**config.mk**
```make
export PLATFORM = sky130hd
export DESIGN_NAME = bin2bcd_seq
export DESIGN_NICKNAME = d
export VERILOG_FILES = /design/src/rtl/bin2bcd_seq_pkg.sv /design/src/rtl/bcd_digit_adj.sv /design/src/rtl/bin2bcd_seq.sv
export SDC_FILE = /design/constraint.sdc
export NUM_CORES = 1
export LEC_CHECK = 0
export CAP_MARGIN = 25
export CELL_PAD_IN_SITES_DETAIL_PLACEMENT = 0
export CELL_PAD_IN_SITES_GLOBAL_PLACEMENT = 2
export CORE_MARGIN = 4
export CORE_UTILIZATION = 28
export CTS_BUF_LIST = sky130_fd_sc_hd__clkbuf_8
export DETAILED_ROUTE_END_ITERATION = 10
export GPL_ROUTABILITY_DRIVEN = 0
export PLACE_DENSITY = 0.86
export SYNTH_ARGS = -nofsm -noshare
export SYNTH_HDL_FRONTEND = slang
export SYNTH_SLANG_ARGS = --single-unit
```
**constraint.sdc**
```tcl
create_clock -name clk -period 1.7 [get_ports clk]
set_clock_uncertainty 0.1 [all_clocks]
set_input_delay 0.51 -clock clk [delete_from_list [all_inputs] [get_ports clk]]
set_output_delay 0.51 -clock clk [all_outputs]
set_load 0.005 [all_outputs]
```
**src/rtl/bin2bcd_seq_pkg.sv**
```systemverilog
// bin2bcd_seq_pkg: shared state encodings and elaboration helpers for the sequential BCD converter
package bin2bcd_seq_pkg;
   localparam logic [1:0] ST_IDLE  = 2'd0;
   localparam logic [1:0] ST_SHIFT = 2'd1;
   localparam logic [1:0] ST_DONE  = 2'd2;
   function automatic int clog2(input int v);
      int r = 0;
      while ((1 << r) < v) r++;
      return r;
   endfunction
   // The largest magnitude is 2^W-1 unsigned, 2^(W-1) signed; 10^D saturates to avoid 64-bit overflow.
   function automatic bit digits_ok(input int w, input int d, input bit s);
      longint p = 1;
      longint need = s ? (longint'(1) << (w - 1)) : (longint'(1) << w);
      for (int i = 0; i < d; i++) p = (p < (longint'(1) << 40)) ? p * 10 : p;
      return s ? (p >= need) : (p > need);
   endfunction
endpackage

```
**src/rtl/bcd_digit_adj.sv**
```systemverilog
// bcd_digit_adj: double-dabble digit correction, adds 3 to a digit of 5 or more before the shift
module bcd_digit_adj (
   input  logic [3:0] d,
   output logic [3:0] q
);
   assign q = (d >= 4'd5) ? d + 4'd3 : d;
endmodule

```
**src/rtl/bin2bcd_seq.sv**
```systemverilog
// bin2bcd_seq: one-bit-per-clock shift-and-add-3 binary to BCD converter with valid/ready handshakes
module bin2bcd_seq
   import bin2bcd_seq_pkg::*;
#(
   parameter int W      = 8,
   parameter int D      = 3,
   parameter bit SIGNED = 1'b0
) (
   input  logic           clk,
   input  logic           rst_n,
   input  logic           in_valid,
   output logic           in_ready,
   input  logic [W-1:0]   bin,
   output logic           out_valid,
   input  logic           out_ready,
   output logic [4*D-1:0] bcd,
   output logic           sign,
   output logic           busy
);
   localparam int CW = clog2(W + 1);
   if (!digits_ok(W, D, SIGNED)) begin : g_bad_digits
      $error("bin2bcd_seq: D=%0d digits cannot hold W=%0d bit input", D, W);
   end
   logic [1:0]     state;
   logic [CW-1:0]  cnt;
   logic [W-1:0]   sr;
   logic [4*D-1:0] dig;
   logic [4*D-1:0] dig_adj;
   logic           sgn;
   logic           neg;
   logic [W-1:0]   mag;
   for (genvar g = 0; g < D; g++) begin : g_adj
      bcd_digit_adj u_adj (.d(dig[4*g +: 4]), .q(dig_adj[4*g +: 4]));
   end
   // Most negative input negates to 2^(W-1), which is still correct read as unsigned W bits.
   assign neg       = SIGNED && bin[W-1];
   assign mag       = neg ? W'(-bin) : bin;
   assign in_ready  = (state == ST_IDLE);
   assign out_valid = (state == ST_DONE);
   assign busy      = (state != ST_IDLE);
   assign bcd       = dig;
   assign sign      = sgn;
   // FSM, bit counter and the {digits, shift register} datapath.
   always_ff @(posedge clk) begin
      if (!rst_n) begin
         state <= ST_IDLE;
         cnt   <= '0;
         sr    <= '0;
         dig   <= '0;
         sgn   <= 1'b0;
      end else if (state == ST_IDLE) begin
         if (in_valid) begin
            sr    <= mag;
            sgn   <= neg;
            dig   <= '0;
            cnt   <= CW'(W);
            state <= ST_SHIFT;
         end
      end else if (state == ST_SHIFT) begin
         dig   <= {dig_adj[4*D-2:0], sr[W-1]};
         sr    <= sr << 1;
         cnt   <= cnt - CW'(1);
         state <= (cnt == CW'(1)) ? ST_DONE : ST_SHIFT;
      end else begin
         state <= out_ready ? ST_IDLE : ST_DONE;
      end
   end
   // Every digit must stay a legal decimal digit throughout the conversion.
   always_ff @(posedge clk) begin
      for (int i = 0; i < D; i++) assert (!rst_n || dig[4*i +: 4] <= 4'd9);
   end
endmodule

```
==> results.toml, run 1 <==
[outcome]
status = "completed"

[worst_hold_path]
hold_path_end = "bcd[9]"
hold_start = "bcd[9]"
hp-class = "flip-flop to flip-flop"
worstHoldPathCells = 2

[cts]
clock_latency_ps = 270
htree_num_levels = 1
numCtsBuffers = 3
cts-root-buf = "clkbuf_8"
cts.sinks = 26
cts_tree = "done"
clk_pin_slew_ps = 90
cts_buffer_depth = 2

[grt]
grt_usage_pct = 9.830
grt_max_degree = 19
first_global_vias = 1113
antenna_found_initial = 0
grt_pass1_wl_um = 4899
overflow = 0

[sta]
fin_setup_tns_ps = 0
hold_violations = 0
drv_slew = 0
fmax_ghz = 0.6181
finalSetupViolations = 0
fin_crit_sh_pct = 95.17
finalCriticalPeriod_ps = 1618

[die]
num_io_pins = 28
die_h_um = 78.56
core_um2 = 4786
std_cell_rows = 25
start_util_pct = 29.12
die_area_um2 = 6171
die-width_um = 78.56

[drt]
drt_wl_total_um = 2982
wl_per_cell_um = 11.04
drt_iter0_drc = 78
drc = 0
via_count = 1185
ant_nets = 0
viasPerCell = 4.389
first_pass_iters = 2

[pwr]
intPower_uw = 966.4
seqPwrFrac_pct = 51.0
p_leak_nw = 0.8777
p_per_area_nw_per_um2 = 657.1
pwr-share-clk_pct = 30.8
power.total_mw = 1.287
ir_drop_v = 0.0002683
switching_share_pct = 24.88
power_frac_comb_pct = 18.2
p_sw_uw = 320.2

[logic_synthesis]
synth.top_cells.by_count = "26 x dfxtp_1, 18 x o21ai_0, 17 x nand2_1"
synth.distinct_cells = 37
synth-simple-area-share_pct = 20.29
yosys_register_bits = 26
synthAdderAreaFrac_pct = 7.181
avgSynthCellArea_um2 = 8.935
post-synth-top-area-cell = "dfxtp_1"
ys_seq_area_share_pct = 37.34
yosys.area.top_type_share_pct = 37.34
synthMuxAreaShare_pct = 3.950
synth_cells = 156
synthFlopType = "dfxtp_1"
synth_top_family_by_area = "compound AO/OA/AOI/OAI gates"
syn-cell-area_um2 = 1394
synth_edf_count = 0
synth-compound-area-share_pct = 21.36
ys.warnings.count = 0
synth_area_leaders = "dfxtp_1 37%, ha_1 7.2%, o21ai_0 6.5%, o211a_1 5.0%, nand2_1 4.6%"
synthArstFlopShare_pct = 0
syn_nets = 176
synthXorXnorAreaFrac_pct = 3.142
synthMostInstantiatedCell = "dfxtp_1"

[finish]
postLayoutCellArea_um2 = 1958
area_delta_synth_final_pct = 40.48
antenna_cells = 0
nFillCells = 502
layout-drive-gt1-share_pct = 32.02
finalNonFillerCells = 270
finalNetCount = 224

[setup_path]
cp.arrival_ps = 1720
critPathKind = "flip-flop to flip-flop"
critical_path.max_fanout = 4
r2r_slack_ps = 80
r2r_cells = 7
critPathLaunchType = "flip-flop"
r2r-start = "bcd[4]"
crit_required_ps = 1800
rr_endpoint = "bcd[6]"
end_kind = "flip-flop"

[placement]
portBuffers = 26
placed_area_um2 = 1784
dp_cells = 253
dp_hpwl_um = 2126

[flow_run]
drv_cap = 0
[cell type report]
class	count	area (µm²)	area share, %
tap	67	83.83	4.281
clock buffer	4	55.05	2.811
sequential	26	543.0	27.73
inverter	9	33.78	1.725
timing repair buffer	51	437.9	22.36
multi-input combinational	113	804.5	41.09
[power groups by stage]
stage               registers, mW  logic [mW]  clock network, mW
floorplan                   0.672       0.143                  0
global placement            0.673       0.224                  0
detailed placement          0.674       0.224                  0
CTS                         0.657       0.242              0.415
global route                0.661       0.259              0.434
finish                      0.656       0.234              0.396
[registers in the layout (all words and copies together), names as in the netlist]
name and cells:
sr 8, state 2, bcd 12, cnt 4
[timing repair]
action | in CTS | in global routing
pin swaps | 1 | 3
cloned | 0 | 0
endpoints found under the setup margin | 15 | 6
buffers inserted | 13 | 1
hold buffers | 0 | 0
endpoints found under the hold margin | 0 | 0
gates resized for setup | 39 | 8
[per-layer routing]
metal  vias to the layer above  wire [µm]  GRT usage (%)
met5                         -          0              0
met4                         0         64          5.245
met3                         5         88          1.491
met2                        14       1397          16.30
met1                       533       1432          12.16
li1                        633          -              -
[cell families (layout without fill, tap and decap cells)]
logic type      count (synthesis)  in the layout
compound gates                 42             42
xor+xnor                        5              5
fa+ha+maj                       8              8
buf+inv                        17             64
flops                          26             26
mux                             5              5
other cells                     1              1
simple gates                   52             52
[through the flow]
| step | hold slack, ps | utilization [%] | worst slack [ps] |
|---|---|---|---|
| after global placement | 373.1 | 37.28 | -145.5 |
| final | 359.5 | 40.92 | 82.11 |
| after CTS | 364.3 | 40.84 | 0.5581 |
| after detailed placement | 363.8 | 37.28 | -171.0 |
| after global routing | 387.4 | 40.92 | -12.26 |
| after floorplan | 365.2 | - | 67.21 |
[cell usage in the layout (no fill, tap or decap), drive strengths merged]
cell	n
mux2	4
a21oi	4
xor2	2
o211a	7
and2	3
nand2b	4
nand3b	1
nor2	5
clkbuf	5
o21bai	1
nand3	11
ha	8
a21boi	4
mux2i	1
conb	1
a32oi	1
and3	1
o21ai	20
xnor2	3
o22ai	1
a22oi	2
and2b	1
buf	26
nor2b	4
dfxtp	26
nor3	4
dlygate4sd2	13
inv	9
clkdlybuf4s50	11
nand2	18
o31ai	2
[worst max-delay path by stage]
| stage | from | to | slack, ps | cells past startpoint |
|---|---|---|---|---|
| detailed placement | in_valid | cnt[1] | -170 | 5 |
| finish | bcd[4] | bcd[6] | 80 | 7 |
| global route | bcd[4] | bcd[6] | -10 | 7 |
| floorplan | bcd[1] | bcd[2] | 70 | 6 |
| CTS | state[1] | out_valid | 0.6 | 3 |
| global placement | in_valid | cnt[1] | -150 | 5 |
[worst max-delay path: stages, from the launching register on]
cell and delay (ps):
dfxtp_2 330, buf_4 140, inv_1 80, ha_1 200, nand2b_1 80, a21oi_2 160, mux2_2 340, o21ai_0 130
Power figures use the tool's default switching activity.
==> run 2, diff against run 1 <==
--- a/config.mk
+++ b/config.mk
@@ -9,11 +9,11 @@
 export CELL_PAD_IN_SITES_DETAIL_PLACEMENT = 0
 export CELL_PAD_IN_SITES_GLOBAL_PLACEMENT = 2
 export CORE_MARGIN = 4
-export CORE_UTILIZATION = 28
-export CTS_BUF_LIST = sky130_fd_sc_hd__clkbuf_8
+export CORE_UTILIZATION = 27
 export DETAILED_ROUTE_END_ITERATION = 10
 export GPL_ROUTABILITY_DRIVEN = 0
-export PLACE_DENSITY = 0.86
+export PLACE_DENSITY = 0.84
+export REMOVE_ABC_BUFFERS = 1
 export SYNTH_ARGS = -nofsm -noshare
 export SYNTH_HDL_FRONTEND = slang
 export SYNTH_SLANG_ARGS = --single-unit
==> run 2 against run 1 <==
Utilization fell by 0.53 points. Fmax fell by 1.5%. Combinational power barely moved. Critical path depth fell by 4. Sequential share of layout area fell by 0.19 points. Routed wire length rose by 4.9%. Clock power fell by 12%. Die area rose by 3.3%. Global-route usage rose by 0.78 points. Largest power group unchanged. Highest routed layer unchanged.
==> results.toml, run 2 (same netlist as run 1, synthesis figures left out) <==
[outcome]
status = "completed"

[finish]
antenna_cells = 0
largest_reg_flops = 12
mostFrequentLayoutCell = "buf_4"
area_delta_synth_final_pct = 40.48
layout_common_cells = "22 x buf_4, 17 x nand2_1, 16 x o21ai_0"
postLayoutCellArea_um2 = 1958
final_util_pct = 40.39
finalNetCount = 222
layout-drive-gt1-share_pct = 29.50

[grt]
grt_max_degree = 18
antenna_found_initial = 0
grt_pass1_wl_um = 5478
grt_usage_pct = 10.61
first_global_vias = 1199
overflow = 0

[setup_path]
critPathKind = "flip-flop to output port"
crit_required_ps = 1090
critical_path.max_fanout = 2
end_kind = "output port"
cp.arrival_ps = 1030
r2r-start = "bcd[8]"
r2r_cells = 7
rr_endpoint = "bcd[10]"
critPathLaunchType = "flip-flop"
r2r_slack_ps = 90

[drt]
viasPerCell = 4.468
drc = 0
via_count = 1193
wl_per_cell_um = 11.72
drt_iter0_drc = 21
ant_nets = 0
first_pass_iters = 4
drt_wl_total_um = 3129

[cts]
cts.sinks = 26
cts_hold_buf = 0
clock_latency_ps = 260
numCtsBuffers = 3
cts-root-buf = "clkbuf_8"
cts_buffer_depth = 2
htree_num_levels = 1
clk_pin_slew_ps = 90
cts_tree = "done"

[die]
start_util_pct = 28.75
core_um2 = 4848
num_io_pins = 28
std_cell_rows = 25
die-width_um = 79.85
die_area_um2 = 6376
die_h_um = 79.85

[sta]
finalCriticalPeriod_ps = 1643
drv_slew = 0
finalSetupViolations = 0
holdWs_ps = 369.6
hold_violations = 0
fin_setup_tns_ps = 0
fmax_ghz = 0.6087
fin_crit_sh_pct = 96.64

[pwr]
ir_drop_v = 0.0003049
p_per_area_nw_per_um2 = 632.8
power.total_mw = 1.239
p_leak_nw = 0.8695

[worst_hold_path]
worstHoldPathCells = 2
hold_path_end = "bcd[9]"
hold_start = "bcd[9]"
hp-class = "flip-flop to flip-flop"

[placement]
dp_hpwl_um = 2263
placed_area_um2 = 1807
portBuffers = 26

[flow_run]
drv_cap = 0
## run 2: critical path, cell delays in order (launching register included)
cell	delay [ps]
dfxtp_2	340
buf_4	130
nor2b_1	90
clkdlybuf4s15_1	210
## run 2: timing repair
action,CTS,global route
resized for setup,31,13
endpoints found under the setup margin,15,6
setup buffers,7,1
hold endpoints to repair,0,0
pin swaps,1,3
## run 2: how the worst max path moves through the flow
stage / end / slack [ps] / start / cells after the start
final: out_valid / 60 / state[0] / 3
after detailed placement: cnt[1] / -160 / in_valid / 5
after global placement: cnt[1] / -140 / in_valid / 5
after global routing: bcd[6] / -20 / bcd[4] / 7
after floorplan: bcd[2] / 70 / bcd[1] / 6
after CTS: out_valid / 10 / state[0] / 3
## run 2: final cells by class
class / instances / area [µm²]
clock buffer: 3 / 41.29
tap: 67 / 83.83
fill: 501 / 2890
sequential: 26 / 539.3
timing repair buffer: 49 / 429.2
multi-input combinational: 113 / 830.8
inverter: 9 / 33.78
## run 2: where the power goes
| part | leakage (nW) | internal [mW] | switching, mW |
|---|---|---|---|
| Sequential | 0.219 | 0.639 | 0.0200 |
| Combinational | 0.629 | 0.121 | 0.112 |
| Clock | 0.0216 | 0.159 | 0.189 |
## run 2: per-stage QoR
step | setup slack (ps) | cells
after floorplan | 67.21 | 148
after detailed placement | -155.0 | 256
final | 57.07 | 267
after global routing | -19.23 | 267
after global placement | -136.6 | 256
after CTS | 13.47 | 266
## run 2: metal layers
layer	wire [µm]	track usage, %
met1	1526	14.07
met2	1516	17.61
met3	65	1.806
met4	21	3.041
met5	0	0
==> run 3, diff against run 2 <==
--- a/config.mk
+++ b/config.mk
@@ -8,7 +8,7 @@
 export CAP_MARGIN = 25
 export CELL_PAD_IN_SITES_DETAIL_PLACEMENT = 0
 export CELL_PAD_IN_SITES_GLOBAL_PLACEMENT = 2
-export CORE_MARGIN = 4
+export CORE_MARGIN = 2
 export CORE_UTILIZATION = 27
 export DETAILED_ROUTE_END_ITERATION = 10
 export GPL_ROUTABILITY_DRIVEN = 0
==> run 3 against run 2 <==
Total power grew 4.3%. Critical path type unchanged. Largest cell class unchanged. Via count grew 3.0%. Non-clock buffer count grew 6. Sequential cell count is the same.
==> results.toml, run 3 (same netlist as run 1, synthesis figures left out) <==
[pwr]
intPower_uw = 971.4
ir_drop_v = 0.0003812
p_sw_uw = 320.7
pwr-share-clk_pct = 30.7
power_frac_comb_pct = 18.2
power.total_mw = 1.292
p_leak_nw = 0.8937
seqPwrFrac_pct = 51.1
switching_share_pct = 24.82
p_per_area_nw_per_um2 = 649.9

[placement]
dp_cells = 258
place_ws_ps = -143.0
portBuffers = 26
dp_hpwl_um = 2145
placed_area_um2 = 1803

[die]
die_area_um2 = 5753
core_um2 = 5042
num_io_pins = 28
std_cell_rows = 26
die-width_um = 75.85
die_h_um = 75.85
start_util_pct = 27.64

[setup_path]
end_kind = "output port"
cp_top_family = "flip-flops"
crit_path_frequent_cell = "buf_4"
path_buf_inv = 3
cp_slowest_cell = "dfxtp_2"
crit_required_ps = 1090
crit_path_end = "in_ready"
path_cells = "nor2_4 -> buf_4 -> buf_4 -> buf_2"
cp.depth = 4
r2r_cells = 7
crit_path_max_incr_delay_ps = 370
critPathLaunchType = "flip-flop"
rr_endpoint = "bcd[2]"
critPathKind = "flip-flop to output port"
critical_path.max_fanout = 3
r2r-start = "bcd[0]"
cp-startpoint = "state[1]"
cp.arrival_ps = 1030
r2r_slack_ps = 70

[sta]
fmax_ghz = 0.6113
hold_violations = 0
finalCriticalPeriod_ps = 1636
drv_slew = 0
worst_slack_ps = 64.14
holdWs_ps = 375.9
rsz0062_at_grt = "yes"
finalSetupViolations = 0
fin_setup_tns_ps = 0
fin_crit_sh_pct = 96.23

[cts]
cts_tree = "done"
clock_latency_ps = 270
htree_num_levels = 1
cts_buffer_depth = 2
cts-root-buf = "clkbuf_8"
clk_pin_slew_ps = 90
numCtsBuffers = 3
cts.sinks = 26

[grt]
overflow = 0
first_global_vias = 1141
grt_pass1_wl_um = 5064
grt_usage_pct = 11.32
antenna_found_initial = 0
grt_max_degree = 18

[drt]
wl_per_cell_um = 11.07
viasPerCell = 4.437
ant_nets = 0
via_count = 1229
drc = 0
drt_iter0_drc = 23
drt_wl_total_um = 3067
first_pass_iters = 2

[finish]
nFillCells = 509
antenna_cells = 0
postLayoutCellArea_um2 = 1988
layout_common_cells = "28 x buf_4, 17 x nand2_1, 16 x o21ai_0"
finalNetCount = 228
area_delta_synth_final_pct = 42.64
largest_reg_flops = 12
finalNonFillerCells = 277
final_util_pct = 39.43
mostFrequentLayoutCell = "buf_4"
layout-drive-gt1-share_pct = 32.85

[flow_run]
drv_cap = 0

[outcome]
status = "completed"

[worst_hold_path]
hp-class = "flip-flop to flip-flop"
==> run 3: changes by cell type in the layout (fill, tap and decap cells not counted), sizes merged <==
cell and change:
buf +7, clkbuf +2, clkdlybuf4s15 -2
==> run 3: area by class of cell <==
class | instances | area, µm² | share of cell area [%]
multi-input cells | 113 | 807.0 | 40.59
clock buffers | 4 | 55.05 | 2.769
well taps | 70 | 87.58 | 4.405
inverters | 9 | 33.78 | 1.699
flip-flops and latches | 26 | 540.5 | 27.19
repair buffers | 55 | 464.2 | 23.35
==> run 3: worst min path at each step <==
stage	from	to	slack [ps]	cells past startpoint
2_1_floorplan	sr[1]	sr[1]	370	1
3_3_place_gp	sr[2]	sr[2]	380	1
3_5_place_dp	sr[6]	sr[6]	380	1
4_1_cts	bcd[9]	bcd[9]	380	2
5_1_grt	bcd[9]	bcd[9]	400	2
6_report	bcd[9]	bcd[9]	380	2
==> run 3: timing repair <==
action | in CTS | in global routing
endpoints found under the setup margin | 15 | 6
setup buffers | 13 | 2
pin swaps | 1 | 5
gates cloned | 0 | 0
hold buffers | 0 | 0
resized for setup | 34 | 10
==> run 3: power groups by stage <==
| stage | clock, mW | sequential, mW | combinational, mW |
|---|---|---|---|
| floorplan | 0 | 0.677 | 0.120 |
| global placement | 0 | 0.674 | 0.222 |
| detailed placement | 0 | 0.674 | 0.222 |
| CTS | 0.415 | 0.658 | 0.236 |
| global route | 0.439 | 0.665 | 0.259 |
| finish | 0.397 | 0.660 | 0.235 |
==> run 3: per-layer routing <==
| metal | track usage (%) | wire length (µm) | vias to the layer above |
|---|---|---|---|
| li1 | - | - | 636 |
| met3 | 1.984 | 44 | 4 |
| met2 | 18.68 | 1503 | 11 |
| met5 | 0 | 0 | - |
| met1 | 14.74 | 1492 | 578 |
| met4 | 4.094 | 27 | 0 |
==> run 3: worst register-to-register path, delay by kind of cell (launching register included) <==
family | cells | cell delay [ps]
fa+ha+maj | 1 | 180
compound gates | 2 | 290
simple gates | 1 | 60
buf+inv | 2 | 230
mux | 1 | 360
flops | 1 | 350
